==> config.mk <==
export PLATFORM = sky130hd
export DESIGN_NAME = fetch_ctrl
export DESIGN_NICKNAME = d
export VERILOG_FILES = /design/src/rtl/fetch_pkg.sv /design/src/rtl/fetch_fifo.sv /design/src/rtl/fetch_ctrl.sv
export SDC_FILE = /design/constraint.sdc
export NUM_CORES = 1
export LEC_CHECK = 0
export ABC_AREA = 1
export BUFFER_PORTS_ARGS = -buffer_cell sky130_fd_sc_hd__buf_2
export CAP_MARGIN = 15
export CORE_MARGIN = 1
export CORE_UTILIZATION = 36
export CTS_CLUSTER_DIAMETER = 40
export CTS_CLUSTER_SIZE = 20
export DETAILED_ROUTE_END_ITERATION = 8
export PLACE_DENSITY = 0.53
export RECOVER_POWER = 25
export SLEW_MARGIN = 25
export SYNTH_ARGS = -nofsm -noshare
export SYNTH_HDL_FRONTEND = slang
export SYNTH_HIERARCHICAL = 1
export SYNTH_SLANG_ARGS = --single-unit
==> constraint.sdc <==
create_clock -name clk -period 15.4 [get_ports clk]
set_input_delay 2.31 -clock clk [delete_from_list [all_inputs] [get_ports clk]]
set_output_delay 2.31 -clock clk [all_outputs]
set_load 0.01 [all_outputs]
==> src/rtl/fetch_pkg.sv <==
// Shared types and constants for the instruction-fetch controller.
//   fetch_state_e : controller FSM state
//   fetch_entry_t : {pc, inst} payload carried by the fetch FIFOs
package fetch_pkg;

  localparam int unsigned XLEN       = 32;
  localparam int unsigned INST_BYTES = 4;

  localparam logic [XLEN-1:0] RESET_VEC_DEFAULT = 32'h0000_0000;

  typedef enum logic [1:0] {
    ST_BOOT  = 2'd0,
    ST_RUN   = 2'd1,
    ST_FLUSH = 2'd2
  } fetch_state_e;

  typedef struct packed {
    logic [XLEN-1:0] pc;
    logic [XLEN-1:0] inst;
  } fetch_entry_t;

endpackage

==> src/rtl/fetch_fifo.sv <==
// Synchronous FIFO of {pc, inst} entries with synchronous clear.
//   clk, rst_n (sync, active-low), clr : clock / reset / flush
//   push, wdata                        : write side
//   pop, rdata                         : read side (rdata is zero when empty)
//   full, empty, count                 : status
// A pop and a push may share a cycle even when full.
module fetch_fifo
  import fetch_pkg::*;
#(
  parameter int unsigned DEPTH = 2
) (
  input  logic                   clk,
  input  logic                   rst_n,
  input  logic                   clr,
  input  logic                   push,
  input  logic                   pop,
  input  fetch_entry_t           wdata,
  output fetch_entry_t           rdata,
  output logic                   full,
  output logic                   empty,
  output logic [$clog2(DEPTH):0] count
);

  localparam int unsigned AW = $clog2(DEPTH);
  localparam int unsigned CW = AW + 1;

  fetch_entry_t   mem [DEPTH];
  logic [AW-1:0]  wr_ptr;
  logic [AW-1:0]  rd_ptr;
  logic [CW-1:0]  cnt;
  logic           do_push;
  logic           do_pop;

  assign empty   = (cnt == '0);
  assign full    = (cnt == CW'(DEPTH));
  assign do_pop  = pop && !empty && !clr;
  assign do_push = push && !clr && (!full || do_pop);
  assign count   = cnt;
  assign rdata   = empty ? '0 : mem[rd_ptr];

  // Pointers and occupancy; DEPTH is a power of two so pointers wrap naturally.
  always_ff @(posedge clk) begin
    if (!rst_n || clr) begin
      wr_ptr <= '0;
      rd_ptr <= '0;
      cnt    <= '0;
    end else begin
      if (do_push) wr_ptr <= wr_ptr + AW'(1);
      if (do_pop)  rd_ptr <= rd_ptr + AW'(1);
      cnt <= cnt + CW'(do_push) - CW'(do_pop);
    end
  end

  // Storage needs no reset: the empty flag masks stale entries.
  always_ff @(posedge clk) begin
    if (do_push) mem[wr_ptr] <= wdata;
  end

endmodule

==> src/rtl/fetch_ctrl.sv <==
// Instruction-fetch controller closing the loop around the pc register.
//   clk, rst_n (sync, active-low)
//   pc_out -> pc_in        : current / next PC (+4, redirect, hold, reset vector)
//   imem_req/addr/gnt      : in-order fetch requests
//   imem_rvalid/rdata      : in-order responses
//   redirect_valid/pc      : branch/jump redirect, flushes buffered and in-flight fetches
//   inst_valid/ready/inst/inst_pc : decoded-side valid/ready instruction stream
// Optional feature macro FETCH_ALIGN_CHECK_EN adds output fetch_err, a sticky flag
// for misaligned redirect targets that blocks further requests until reset.
// Without the macro the low two target bits are forced to zero.
module fetch_ctrl
  import fetch_pkg::*;
#(
  parameter int unsigned DEPTH     = 2,
  parameter logic [31:0] RESET_VEC = RESET_VEC_DEFAULT
) (
  input  logic        clk,
  input  logic        rst_n,
  input  logic [31:0] pc_out,
  output logic [31:0] pc_in,
  output logic        imem_req,
  output logic [31:0] imem_addr,
  input  logic        imem_gnt,
  input  logic        imem_rvalid,
  input  logic [31:0] imem_rdata,
  input  logic        redirect_valid,
  input  logic [31:0] redirect_pc,
  output logic        inst_valid,
  input  logic        inst_ready,
  output logic [31:0] inst,
  output logic [31:0] inst_pc
`ifdef FETCH_ALIGN_CHECK_EN
  ,
  output logic        fetch_err
`endif
);

  localparam int unsigned CW = $clog2(DEPTH) + 1;
  localparam int unsigned SW = CW + 1;

  fetch_state_e  state;
  fetch_state_e  state_nxt;
  logic [CW-1:0] discard_cnt;
  logic [CW-1:0] discard_nxt;
  logic [CW-1:0] out_cnt;
  logic [CW-1:0] out_after;
  logic [CW-1:0] ib_count;
  logic          aq_full;
  logic          aq_empty;
  logic          ib_full;
  logic          ib_empty;
  fetch_entry_t  aq_wdata;
  fetch_entry_t  aq_rdata;
  fetch_entry_t  ib_wdata;
  fetch_entry_t  ib_rdata;
  logic          grant;
  logic          rsp;
  logic          redir;
  logic          ib_push;
  logic          ib_pop;
  logic          credit;
  logic          err_block;
  logic [31:0]   redir_tgt;

  assign imem_addr = pc_out;
  assign grant     = imem_req && imem_gnt;
  // Responses with no matching side-queue entry (pre-reset traffic) are ignored.
  assign rsp       = imem_rvalid && !aq_empty;
  assign redir     = redirect_valid && (state != ST_BOOT);
  assign ib_pop    = !ib_empty && inst_ready;
  // Outstanding count once this cycle's grant and response have landed.
  assign out_after = out_cnt + CW'(grant) - CW'(rsp);
  // Occupancy excludes the entry leaving this cycle, so a steady stream needs no bubble.
  assign credit    = (({1'b0, out_cnt} + {1'b0, ib_count} - SW'(ib_pop)) < SW'(DEPTH));

`ifdef FETCH_ALIGN_CHECK_EN
  assign redir_tgt = redirect_pc;
  assign err_block = fetch_err;

  // Sticky misaligned-redirect flag.
  always_ff @(posedge clk) begin
    if (!rst_n)                                  fetch_err <= 1'b0;
    else if (redir && (redirect_pc[1:0] != 2'b00)) fetch_err <= 1'b1;
  end
`else
  assign redir_tgt = redirect_pc & ~32'(INST_BYTES - 1);
  assign err_block = 1'b0;
`endif

  // State register.
  always_ff @(posedge clk) begin
    if (!rst_n) begin
      state       <= ST_BOOT;
      discard_cnt <= '0;
    end else begin
      state       <= state_nxt;
      discard_cnt <= discard_nxt;
    end
  end

  // Next state and discard count.
  always_comb begin
    state_nxt   = state;
    discard_nxt = discard_cnt;
    case (state)
      ST_BOOT: state_nxt = ST_RUN;
      ST_RUN, ST_FLUSH: begin
        if (redir) begin
          discard_nxt = out_after;
          state_nxt   = (out_after != '0) ? ST_FLUSH : ST_RUN;
        end else if (state == ST_FLUSH && rsp) begin
          discard_nxt = (discard_cnt != '0) ? discard_cnt - CW'(1) : '0;
          if (discard_cnt <= CW'(1)) state_nxt = ST_RUN;
        end
      end
      default: state_nxt = ST_BOOT;
    endcase
  end

  // Request, next PC and buffer push.
  always_comb begin
    imem_req = 1'b0;
    pc_in    = pc_out;
    ib_push  = 1'b0;
    if (state == ST_RUN && !redirect_valid && credit && !aq_full && !err_block)
      imem_req = 1'b1;
    if (state == ST_BOOT)             pc_in = RESET_VEC;
    else if (redirect_valid)          pc_in = redir_tgt;
    else if (imem_req && imem_gnt)    pc_in = pc_out + 32'(INST_BYTES);
    if (rsp && state == ST_RUN && !redirect_valid && (!ib_full || ib_pop))
      ib_push = 1'b1;
  end

  // Response data paired with the address popped from the side queue.
  always_comb begin
    aq_wdata      = '0;
    aq_wdata.pc   = pc_out;
    ib_wdata      = aq_rdata;
    ib_wdata.inst = imem_rdata;
  end

  // Address side queue; its occupancy is the outstanding-request count.
  fetch_fifo #(.DEPTH(DEPTH)) u_addr_q (
    .clk   (clk),
    .rst_n (rst_n),
    .clr   (1'b0),
    .push  (grant),
    .pop   (rsp),
    .wdata (aq_wdata),
    .rdata (aq_rdata),
    .full  (aq_full),
    .empty (aq_empty),
    .count (out_cnt)
  );

  // Instruction buffer toward decode.
  fetch_fifo #(.DEPTH(DEPTH)) u_inst_buf (
    .clk   (clk),
    .rst_n (rst_n),
    .clr   (redir),
    .push  (ib_push),
    .pop   (ib_pop),
    .wdata (ib_wdata),
    .rdata (ib_rdata),
    .full  (ib_full),
    .empty (ib_empty),
    .count (ib_count)
  );

  assign inst_valid = !ib_empty;
  assign inst       = ib_rdata.inst;
  assign inst_pc    = ib_rdata.pc;

endmodule

==> reports/results.txt, run 1 <==
The run finished, with violations left. The checks that failed: capacitance limit, slew limit. Overall power consumption after layout is estimated at 1.39 mW. After detailed routing, the average wire length per cell comes to 15.4 microns. The number of gates resized after CTS is 0. The detail route stage leaves a number of antenna-violating nets equal to 0. The root buffer cell is sky130_fd_sc_hd__clkbuf_16. The post-layout net count is 1351. The logs give 495 ps for the tightest hold margin and 27300 sq um for the area of the core. For the DRC marker count from the first detailed-route iteration, the log shows 410. The share of the clock period used by the worst path after layout works out to 0.485. In this run the deepest clock path goes through 3 buffers. Once detailed placement completed, the half-perimeter wirelength came to 16.2 mm. The run gives 38.7 mm as the global-route wire length before repair. The logs give 11.8 ps for the clock tree skew after final layout and 2659 for the number of fill cells in the layout.

For the peak supply drop, the log shows 0.0000844 V. STA puts the critical path data required time at 13090 ps. Library cell contributing the largest single delay on the critical path: sky130_fd_sc_hd__fa_1. With fillers left out, the area of the finished cells amounts to 12100 sq um. The tightest slew margin relative to the limit came out at -0.107.

The worst setup path is of the in2out kind. The starting density of the core is 0.370, and the total global routing track utilization is 0.174. From left edge to right edge, the die measures 169 microns.

The synthesized cell area came out at 10100 sq um. In this run the worst hold path is classified as reg2reg. The number of slew-limit violations in the final report is 34, and the final-report setup violation count is 0. After global routing the overflow that remains totals 0. The reported max-cap violation count is 1. For the final routed database, the setup TNS stands at 0 ps. Synthesis produced a netlist whose cell count is 1043. The total die area is 28700 sq um.

The run gives 206 as the clock net sink count. The logs give 6980 for the number of global-route vias before repair and 134 MHz for the maximum operating frequency. The run gives 232 as the number of top-level design ports.

0 antenna diodes ended up in the layout. Clock insertion delay at the later pin of the skew report: 530 ps. Category of the worst setup path launch point: an input pin. TritonCTS built the clock tree. The register clock-pin slew on the reported worst setup and hold paths is 60 ps. The hold buffer count at cts was 0; the final critical delay including setup and external delays was 7460 ps. After detailed routing, the number of remaining DRC violations is 0. The maximum single-stage delay on the critical path is 480 ps. In this run the post-CTS setup repair buffer count came out at 0. The largest net degree at the start of global routing was 68; the final RePlAce weighted congestion was 0.794. The first TritonRoute pass finished after 5 iterations.

The number of clock buffers added by TritonCTS is 28. The site row count is 60. Data on the critical path arrives at its endpoint at 5150 ps. After detailed routing, the total wire length is 25.2 mm.

Setup repair after global routing left no endpoint under its margin. Port buffer count: 229. Traced cell by cell, the critical path runs through buf_2 > inv_1 > nor2_1 > ha_1 > inv_1 > nand2_1 > fa_1 > nand2_1 > nor2_4 > nand3_4 > nor2_2 > nand2_1 > o21ai_0 > nor2_1 > nor2_1 > buf_2. The die is 169 microns tall. Peak fanout along the critical path: 12.

The number of synthesis warnings was 6; the mean instance size in the synthesized netlist was 9.67 sq um. The leakage dissipation is 5.14 nW, and the worst-margin pin slew is 1660 ps. The placed instances occupy a cell area of 11200 sq um.

The number of hold-slack violations in the final timing report came out at 0. For this design the ratio of total power to cell area is 114 nW/um^2. The initial antenna violation count is 0.

The vias per cell is 4.68, and the share of post-route cells with drive strength above 1 is 0.236. The tools report the kind of end point of the critical path as an output pin. The area growth from synthesis to layout is 20.1%. For this block, the via count after detailed routing is 7630. The run gives 1 as the total number of H-tree levels.
## state kept, by name, indices dropped and copies added (netlist names), named ones only
| name | flops |
|---|---|
| u_inst_buf/mem | 128 |
| u_addr_q/mem | 64 |
| discard_cnt | 2 |
| state | 2 |
| u_addr_q/count | 2 |
| u_inst_buf/count | 2 |
| u_addr_q/rd_ptr | 1 |
| u_addr_q/wr_ptr | 1 |
| u_inst_buf/rd_ptr | 1 |
| u_inst_buf/wr_ptr | 1 |
## layout by cell type (no fill, tap or decap), types with 3 or more instances in the layout
cell,count
sky130_fd_sc_hd__nor2_2,5
sky130_fd_sc_hd__buf_2,221
sky130_fd_sc_hd__bufinv_16,5
sky130_fd_sc_hd__edfxtp_1,192
sky130_fd_sc_hd__nand3_1,38
sky130_fd_sc_hd__nand2_1,356
sky130_fd_sc_hd__clkbuf_16,29
sky130_fd_sc_hd__nor2_4,10
sky130_fd_sc_hd__dfxtp_1,13
sky130_fd_sc_hd__a31oi_1,4
sky130_fd_sc_hd__inv_1,87
sky130_fd_sc_hd__a21oi_1,111
sky130_fd_sc_hd__a21boi_0,5
sky130_fd_sc_hd__clkinvlp_4,4
sky130_fd_sc_hd__ha_1,11
sky130_fd_sc_hd__buf_4,6
sky130_fd_sc_hd__clkinv_2,6
sky130_fd_sc_hd__o21ai_0,36
sky130_fd_sc_hd__nand4_1,8
sky130_fd_sc_hd__clkbuf_1,9
sky130_fd_sc_hd__nor2_1,74
sky130_fd_sc_hd__xor2_1,3
sky130_fd_sc_hd__conb_1,3
## worst paths after layout
check                                 startpoint  slack [ps]                       endpoint  cells past startpoint
setup / recovery                      inst_ready        7940                      pc_in[16]                     16
hold / removal      u_addr_q/rd_ptr$_SDFFE_PP0P_         500   u_addr_q/rd_ptr$_SDFFE_PP0P_                      2
setup reg to reg  u_inst_buf/count[1]$_SDFF_PP0_       10750  u_addr_q/mem[0][35]$_DFFE_PP_                     15
hold reg to reg     u_addr_q/rd_ptr$_SDFFE_PP0P_         500   u_addr_q/rd_ptr$_SDFFE_PP0P_                      2
## critical path, delay by kind of cell
| family | cells | cell delay (ps) |
|---|---|---|
| AOI/OAI and AO/OA | 1 | 160 |
| adders and majority gates | 2 | 790 |
| buffers and inverters | 4 | 330 |
| and+or+nand+nor | 9 | 1550 |
## report_power, final
part	total (mW)	switching [mW]	internal (mW)
Combinational	0.105	0.0682	0.0366
Sequential	0.614	0.00141	0.613
Clock	0.667	0.238	0.429
## through the flow
step                      worst slack, ps  cells  utilization
after CTS                            7910   1629        0.447
after detailed placement             7910   1578        0.411
after global routing                 7610   1630        0.445
final                                7940   1630        0.445
after global placement               7950   1578        0.411
after floorplan                      8780   1045            -
## layout make-up
cell class	count	area, sq um	area share
flip-flops and latches	206	6050	0.499
multi-input cells	675	3080	0.254
repair buffers	237	1200	0.0994
clock buffers	31	733	0.0605
well taps	372	465	0.0384
inverters	89	335	0.0277
clock inverters	20	255	0.0211
## layer usage
| metal | global-route usage | routed length (microns) | vias up |
|---|---|---|---|
| met1 | 0.225 | 11200 | 3506 |
| met5 | 0 | 0 | - |
| met2 | 0.300 | 11900 | 267 |
| met4 | 0.0525 | 589 | 0 |
| li1 | - | - | 3815 |
| met3 | 0.0280 | 1520 | 42 |
Note: power is estimated with default switching activity, not from simulation.
==> inputs of run 2 (changes only) <==
==> constraint.sdc (replaced) <==
create_clock -name clk -period 7.51 [get_ports clk]
set_input_delay 1.1265 -clock clk [delete_from_list [all_inputs] [get_ports clk]]
set_output_delay 1.1265 -clock clk [all_outputs]
set_load 0.01 [all_outputs]
==> reports/results.txt, run 2 (synthesis gave the netlist of run 1 again) <==
The number of cells on the worst hold path was 2 (unchanged); the number of optimization iterations in the first detailed-route pass was 5 (unchanged). The run finished, with violations left. The tools report the number of gates resized after CTS as 0 (unchanged). The number of slew-limit violations in the final report was 34 (unchanged).

The path class of the tightest hold or removal check is reg2reg. TritonCTS built the clock tree. The largest net degree at the start of global routing was 68 (unchanged); the HPWL reported at the end of detailed placement was 16.6 mm (+2.6%). The hold buffer count at cts was 0 (unchanged); the minimum setup slack among reg-to-reg paths was 2880 ps (-7870 ps). The wire length per cell after detailed routing is 15.5 microns (about the same). On the critical path, the stage with the largest delay is an instance of sky130_fd_sc_hd__buf_4. Category of the worst setup path launch point: a flip-flop. The sequential cell area is 6050 sq um (unchanged). The checks that failed: capacitance limit, slew limit.

The multi-input gate area in the final layout is 3140 sq um (+2.2%), and the vias per cell is 4.57 (-2.3%). Ranked by flip-flop count, first place goes to u_inst_buf/mem. Global-route wire length before repair: 38.5 mm (-0.54%). The run gives 540 ps (about the same) as the clock insertion delay at the later pin of the skew report.

The worst register-to-register path begins at u_inst_buf/count[1]$_SDFF_PP0_. Share of post-route cells with drive strength above 1: 0.226 (-0.00964). The total global routing track utilization is 0.174 (-0.000501), and the number of buffers created by CTS is 30 (+7.1%). The number of fill cells in the layout came out at 2669 (+0.38%). In this run the critical register-to-register path is captured at u_addr_q/mem[0][35]$_DFFE_PP_. The site row count came out at 60 (unchanged).

The largest registers in the layout are u_inst_buf/mem x128, u_addr_q/mem x64. Leaving out fill and tap cells, the most frequent cell in the layout is sky130_fd_sc_hd__nand2_1. The total via count in the routed design is 7479 (-2.0%), and the register clock-pin slew on the reported worst setup and hold paths is 60 ps (about the same). The share of the clock period used by the worst path after layout came out at 0.732.

The logs give 0 (unchanged) for the initial antenna violation count and 28700 sq um (unchanged) for the total die area. The maximum single-stage delay on the critical path is 650 ps (+170 ps), and the number of top-level design ports is 232 (unchanged). The overall die height is 169 microns (unchanged), and the clock net sink count is 206 (unchanged).

The worst-case reg-to-reg path depth was 15 (unchanged); the worst-margin pin slew was 1630 ps (-30.8 ps). For the total number of H-tree levels, the log shows 1 (unchanged). Setup repair after global routing left no endpoint under its margin. For the count of antenna-violating nets left after detailed routing, the log shows 0 (unchanged). The final-report setup violation count was 0 (unchanged). For the reported max-cap violation count, the log shows 1 (unchanged). In the layout the commonest cells are 356 x sky130_fd_sc_hd__nand2_1, 192 x sky130_fd_sc_hd__edfxtp_1, 189 x sky130_fd_sc_hd__buf_2, 93 x sky130_fd_sc_hd__a21oi_1, 87 x sky130_fd_sc_hd__inv_1. Post-layout net count: 1354 (+0.22%). The leakage dissipation came out at 5.10 nW (-0.87%). For the number of hold-slack violations in the final timing report, the log shows 0 (unchanged). The global route total overflow is 0 (unchanged), and the tightest hold margin is 474 ps (-21.3 ps). Kind of end point of the critical path: an output pin.

The final-layout setup total negative slack was 0 ps (unchanged). The run gives 3 (unchanged) as the worst-case clock buffer depth. The cell sitting at the root of the clock tree is a sky130_fd_sc_hd__clkbuf_16. The die span in x was 169 microns (unchanged); the port buffer count was 229 (unchanged).

The starting density of the core was 0.370 (unchanged). The clock tree skew after final layout was 16.4 ps (+4.60 ps). The peak supply drop is 0.000200 V (+140%). For the area of the core, the log shows 27300 sq um (unchanged). Derived from the worst setup path, the maximum achievable clock frequency is 182 MHz. The required time of the critical path came out at 6380 ps (-6710 ps).

The worst endpoint data arrival time is 4370 ps (-780 ps). The power density over cell area was 237 nW/um^2 (+110%); the DRC marker count from the first detailed-route iteration was 365 (-11%). By startpoint and endpoint, the worst setup path is classified as reg2out. The number of design rule violations left after detail routing is 0 (unchanged). The tools report the tightest slew margin relative to the limit as -0.0864 (+0.0206). The number of flip-flops under the largest register name came out at 128 (unchanged). The peak fanout along the critical path was 67 (+55). The launch instance of the worst min-delay path was u_inst_buf/rd_ptr$_SDFFE_PP0P_. The run gives 25.3 mm (+0.40%) as the final routed wirelength across all metal layers. Compared with the post-synthesis result, the final layout area differs by 21.2%.

The antenna cell count came out at 0 (unchanged). The signal on the critical path passes through nor2_4 > buf_4 > nor2_1 > ha_1 > inv_1 > nand2_1 > fa_1 > nand2_1 > nor2_4 > nand3_4 > nor2_2 > nand2_1 > o21ai_0 > nor2_1 > nor2_1 > buf_2. The number of buffers inserted by post-CTS setup repair was 0 (unchanged); the final RePlAce weighted congestion was 0.814 (+2.5%). The number of global-route vias before repair was 6969 (-0.16%).

After layout, the minimum clock period comes to 5500 ps.
-- run 2: cell count changes in the layout (fill, tap and decap cells not counted), sizes merged --
cell,change
clkinvlp,-3
buf,-33
inv,+3
clkbuf,+39
bufinv,-1
-- run 2: per-layer routing --
layer	up-vias	GRT usage	part of all wire
met3	44	0.0299	0.053
li1	3815	-	-
met4	0	0.0521	0.022
met1	3399	0.227	0.46
met5	-	0	0
met2	221	0.295	0.47
-- run 2: critical path, delay by kind of cell, from the launching register on --
| family | cells | cell delay, ps |
|---|---|---|
| simple gates | 10 | 1630 |
| buf+inv | 3 | 850 |
| fa+ha+maj | 2 | 830 |
| flops | 1 | 370 |
| compound gates | 1 | 150 |
-- run 2: area by class of cell --
type                            instances  area share
Sequential cell                       206       0.494
Multi-Input combinational cell        675       0.257
Timing Repair Buffer                  238      0.0975
Clock buffer                           36      0.0666
Tap cell                              372      0.0381
Inverter                               89      0.0274
Clock inverter                         19      0.0189
-- run 2: metrics by stage --
| step | util | instances | power (mW) | area, sq um | setup slack [ps] |
|---|---|---|---|---|---|
| 2_1_floorplan | - | 1045 | 1.41 | 10100 | 2490 |
| 3_3_place_gp | 0.411 | 1578 | 1.50 | 11200 | 2420 |
| 3_5_place_dp | 0.412 | 1579 | 1.50 | 11200 | 2400 |
| 4_1_cts | 0.450 | 1634 | 2.94 | 12300 | 1900 |
| 5_1_grt | 0.449 | 1635 | 3.01 | 12200 | 1560 |
| 6_report | 0.449 | 1635 | 2.90 | 12200 | 2010 |
-- run 2: power breakdown --
part	internal (mW)	total [mW]	switching (mW)	leakage, nW
logic	0.0727	0.213	0.140	2.85
registers	1.26	1.26	0.00274	1.74
clock network	0.917	1.43	0.513	0.513
total	2.25	2.90	0.656	5.10
-- run 2: how the worst max path moves through the flow --
stage,from,to,cells after the start
finish,u_inst_buf/count[1]$_SDFF_PP0_,pc_in[22],16
global route,u_inst_buf/count[1]$_SDFF_PP0_,pc_in[16],16
CTS,u_inst_buf/count[1]$_SDFF_PP0_,pc_in[22],16
detailed placement,inst_ready,pc_in[16],16
global placement,inst_ready,pc_in[16],16
floorplan,inst_ready,u_inst_buf/mem[1][0]$_DFFE_PP_,8
==> inputs of run 3 (changes only) <==
==> constraint.sdc (replaced) <==
create_clock -name clk -period 5.2 [get_ports clk]
set_input_delay 0.78 -clock clk [delete_from_list [all_inputs] [get_ports clk]]
set_output_delay 0.78 -clock clk [all_outputs]
set_load 0.01 [all_outputs]
==> reports/results.txt, run 3 (synthesis gave the netlist of run 1 again) <==
The run finished, with violations left. The final reports fail on capacitance limit, slew limit. The worst-case reg-to-reg path depth was 15 (unchanged); the final RePlAce weighted congestion was 0.814 (about the same).

The tree is rooted in a sky130_fd_sc_hd__clkbuf_16. Number of top-level design ports: 232 (unchanged). The worst hold path begins at imem_rdata[8]. The worst endpoint data arrival time was 3760 ps (-610 ps); the final routed wirelength across all metal layers was 25.2 mm (-0.47%).

Total global routing track utilization: 0.173 (-0.000908). From synthesis to final layout, the design area changed by 21.5%. The minimum setup slack among reg-to-reg paths was 1490 ps (-1390 ps); the number of cells on the worst hold path was 1 (-1). The worst-margin pin slew was 2150 ps (+519 ps); the wire length per cell after detailed routing was 15.4 microns (-0.60%). The tools report the starting density of the core as 0.370 (unchanged). Derived from the worst setup path, the maximum achievable clock frequency is 220 MHz.

The post-layout net count was 1355 (+0.074%); the part of the total power dissipated in sequential elements was 0.432 (-0.002). The power density over cell area works out to 343 nW/um^2 (+45%). The number of optimization iterations in the first detailed-route pass came out at 4 (-1). The type of the setup path with the least slack was reg2out. For the hold buffer count at cts, the log shows 0 (unchanged). The total via count in the routed design was 7638 (+2.1%). Share of post-route cells with drive strength above 1: 0.229 (+0.00280). The tools report the endpoint of the lowest-slack register-to-register path as u_addr_q/mem[1][36]$_DFFE_PP_. The run gives 540 ps (about the same) as the clock insertion delay at the later pin of the skew report. The path class of the tightest hold or removal check is in2reg. The peak supply drop was 0.000245 V (+23%). The final critical delay including setup and external delays was 4540 ps. Setup repair after global routing left no endpoint under its margin.

The clock network power share was 0.494 (about the same). The run gives 4.21 mW (+45%) as the sum of internal, switching and leakage power. The die span in x works out to 169 microns (unchanged). The initial antenna violation count is 0 (unchanged). The share of the clock period used by the worst path after layout is 0.873, and the total number of H-tree levels is 1 (unchanged). The area of the core was 27300 sq um (unchanged); the port buffer count was 229 (unchanged). Final-report setup violation count: 0 (unchanged).

The most frequent standard cell in the layout excluding fill and tap cells was sky130_fd_sc_hd__nand2_1. For the HPWL reported at the end of detailed placement, the log shows 16.7 mm (+0.12%). The fraction of power spent switching nets came out at 0.232 (+0.00633). The required time of the critical path came out at 4420 ps (-1960 ps).

The leakage dissipation was 5.11 nW (+0.28%). The tools report the worst min-delay path endpoint as u_inst_buf/mem[0][8]$_DFFE_PP_. The run gives -0.432 (-0.346) as the tightest slew margin relative to the limit.

The worst setup path is launched from a flip-flop. TritonCTS built the clock tree. Peak fanout along the critical path: 12 (-82%). The vias per cell was 4.67 (+2.0%).

The kind of end point of the critical path was an output pin. For the count of antenna-violating nets left after detailed routing, the log shows 0 (unchanged). The clock net sink count was 206 (unchanged); the number of design rule violations left after detail routing was 0 (unchanged).

The logs give 0 (unchanged) for the number of hold-slack violations in the final timing report and 0 (unchanged) for the global route total overflow. The run gives 0.074 (about the same) as the combinational share of power. The tools report the site row count as 60 (unchanged). The tools report the total die area as 28700 sq um (unchanged).

In the layout the commonest cells are 356 x sky130_fd_sc_hd__nand2_1, 192 x sky130_fd_sc_hd__buf_2, 192 x sky130_fd_sc_hd__edfxtp_1, 95 x sky130_fd_sc_hd__a21oi_1, 86 x sky130_fd_sc_hd__inv_1. The tools report the cell-internal power as 3.23 mW (+44%). For the worst-case clock buffer depth, the log shows 3 (unchanged). Overall die height: 169 microns (unchanged).

The largest registers in the layout are u_inst_buf/mem x128, u_addr_q/mem x64. The global-route wire length before repair came out at 38.5 mm (+0.23%). The largest net degree at the start of global routing is 67 (-1.5%), and the final-layout setup total negative slack is 0 ps (unchanged). DRC marker count from the first detailed-route iteration: 442 (+21%). The number of buffers created by CTS is 31 (+3.3%), and the net switching component of the power is 978 uW (+49%). For the reported max-cap violation count, the log shows 1 (unchanged).

For the number of global-route vias before repair, the log shows 7063 (+1.3%). The tools report the number of slew-limit violations in the final report as 34 (unchanged). Antenna cell count: 0 (unchanged). The run gives 13.2 ps (-3.20 ps) as the clock tree skew after final layout. For the number of gates resized after CTS, the log shows 0 (unchanged). The startpoint identified for the worst register-to-register timing path is u_inst_buf/count[1]$_SDFF_PP0_. Number of buffers inserted by post-CTS setup repair: 0 (unchanged).

The register clock-pin slew on the reported worst setup and hold paths was 60 ps (about the same). u_inst_buf/mem holds more flip-flops than any other register. The number of flip-flops under the largest register name works out to 128 (unchanged).
## run 3: changes by cell type in the layout (fill, tap and decap cells not counted), moves of 3 or more
cell	delta
sky130_fd_sc_hd__buf_12	+3
sky130_fd_sc_hd__inv_8	+4
sky130_fd_sc_hd__buf_2	+3
sky130_fd_sc_hd__clkbuf_1	-4
## run 3: power by group through the flow
| stage | Clock [mW] | Combinational [mW] | Sequential, mW |
|---|---|---|---|
| 2_1_floorplan | 0 | 0.183 | 1.85 |
| 3_3_place_gp | 0 | 0.315 | 1.85 |
| 3_5_place_dp | 0 | 0.316 | 1.85 |
| 4_1_cts | 2.13 | 0.318 | 1.82 |
| 5_1_grt | 2.22 | 0.347 | 1.82 |
| 6_report | 2.08 | 0.311 | 1.82 |
## run 3: how the worst max path moves through the flow
stage,startpoint,end,slack (ps),cells past startpoint
detailed placement,inst_ready,pc_in[22],810,15
finish,u_inst_buf/count[1]$_SDFF_PP0_,pc_in[20],660,16
global route,u_inst_buf/count[1]$_SDFF_PP0_,pc_in[22],270,15
CTS,u_inst_buf/count[1]$_SDFF_PP0_,pc_in[20],630,16
global placement,inst_ready,pc_in[16],840,15
floorplan,inst_ready,u_inst_buf/mem[1][0]$_DFFE_PP_,530,8
## run 3: worst max-delay path, cell delays in order (launching register included)
cell	delay, ps
sky130_fd_sc_hd__dfxtp_1	440
sky130_fd_sc_hd__nor2_4	60
sky130_fd_sc_hd__nor2_1	300
sky130_fd_sc_hd__ha_1	300
sky130_fd_sc_hd__inv_1	50
sky130_fd_sc_hd__nand2_1	50
sky130_fd_sc_hd__fa_1	480
sky130_fd_sc_hd__nand2_1	80
sky130_fd_sc_hd__nor2_4	130
sky130_fd_sc_hd__nand3_4	210
sky130_fd_sc_hd__nor2_2	510
sky130_fd_sc_hd__nand3_1	140
sky130_fd_sc_hd__nand2_1	90
sky130_fd_sc_hd__nand3_1	100
sky130_fd_sc_hd__nand2_1	100
sky130_fd_sc_hd__inv_1	40
sky130_fd_sc_hd__buf_2	130
## run 3: stage by stage
stage | util | instance area (sq um) | hold WS (ps) | std cells | worst slack (ps)
floorplan | - | 10100 | 467 | 1045 | 526
global placement | 0.413 | 11300 | 480 | 1580 | 837
detailed placement | 0.413 | 11300 | 485 | 1580 | 810
CTS | 0.452 | 12300 | 400 | 1637 | 629
global route | 0.450 | 12300 | 394 | 1637 | 265
finish | 0.450 | 12300 | 422 | 1637 | 658
## run 3: cell type report
cell class	count	area, sq um
Timing Repair Buffer	238	1210
Tap cell	372	465
Multi-Input combinational cell	675	3140
Inverter	89	335
Sequential cell	206	6050
Clock inverter	24	278
Clock buffer	33	783
Fill cell	2664	15000
## run 3: routing by layer
layer,vias up,GRT usage,wire [microns]
met1,3537,0.225,11200
met3,33,0.0329,1560
met5,-,0,0
met2,240,0.297,12000
met4,0,0.0407,357
li1,3828,-,-
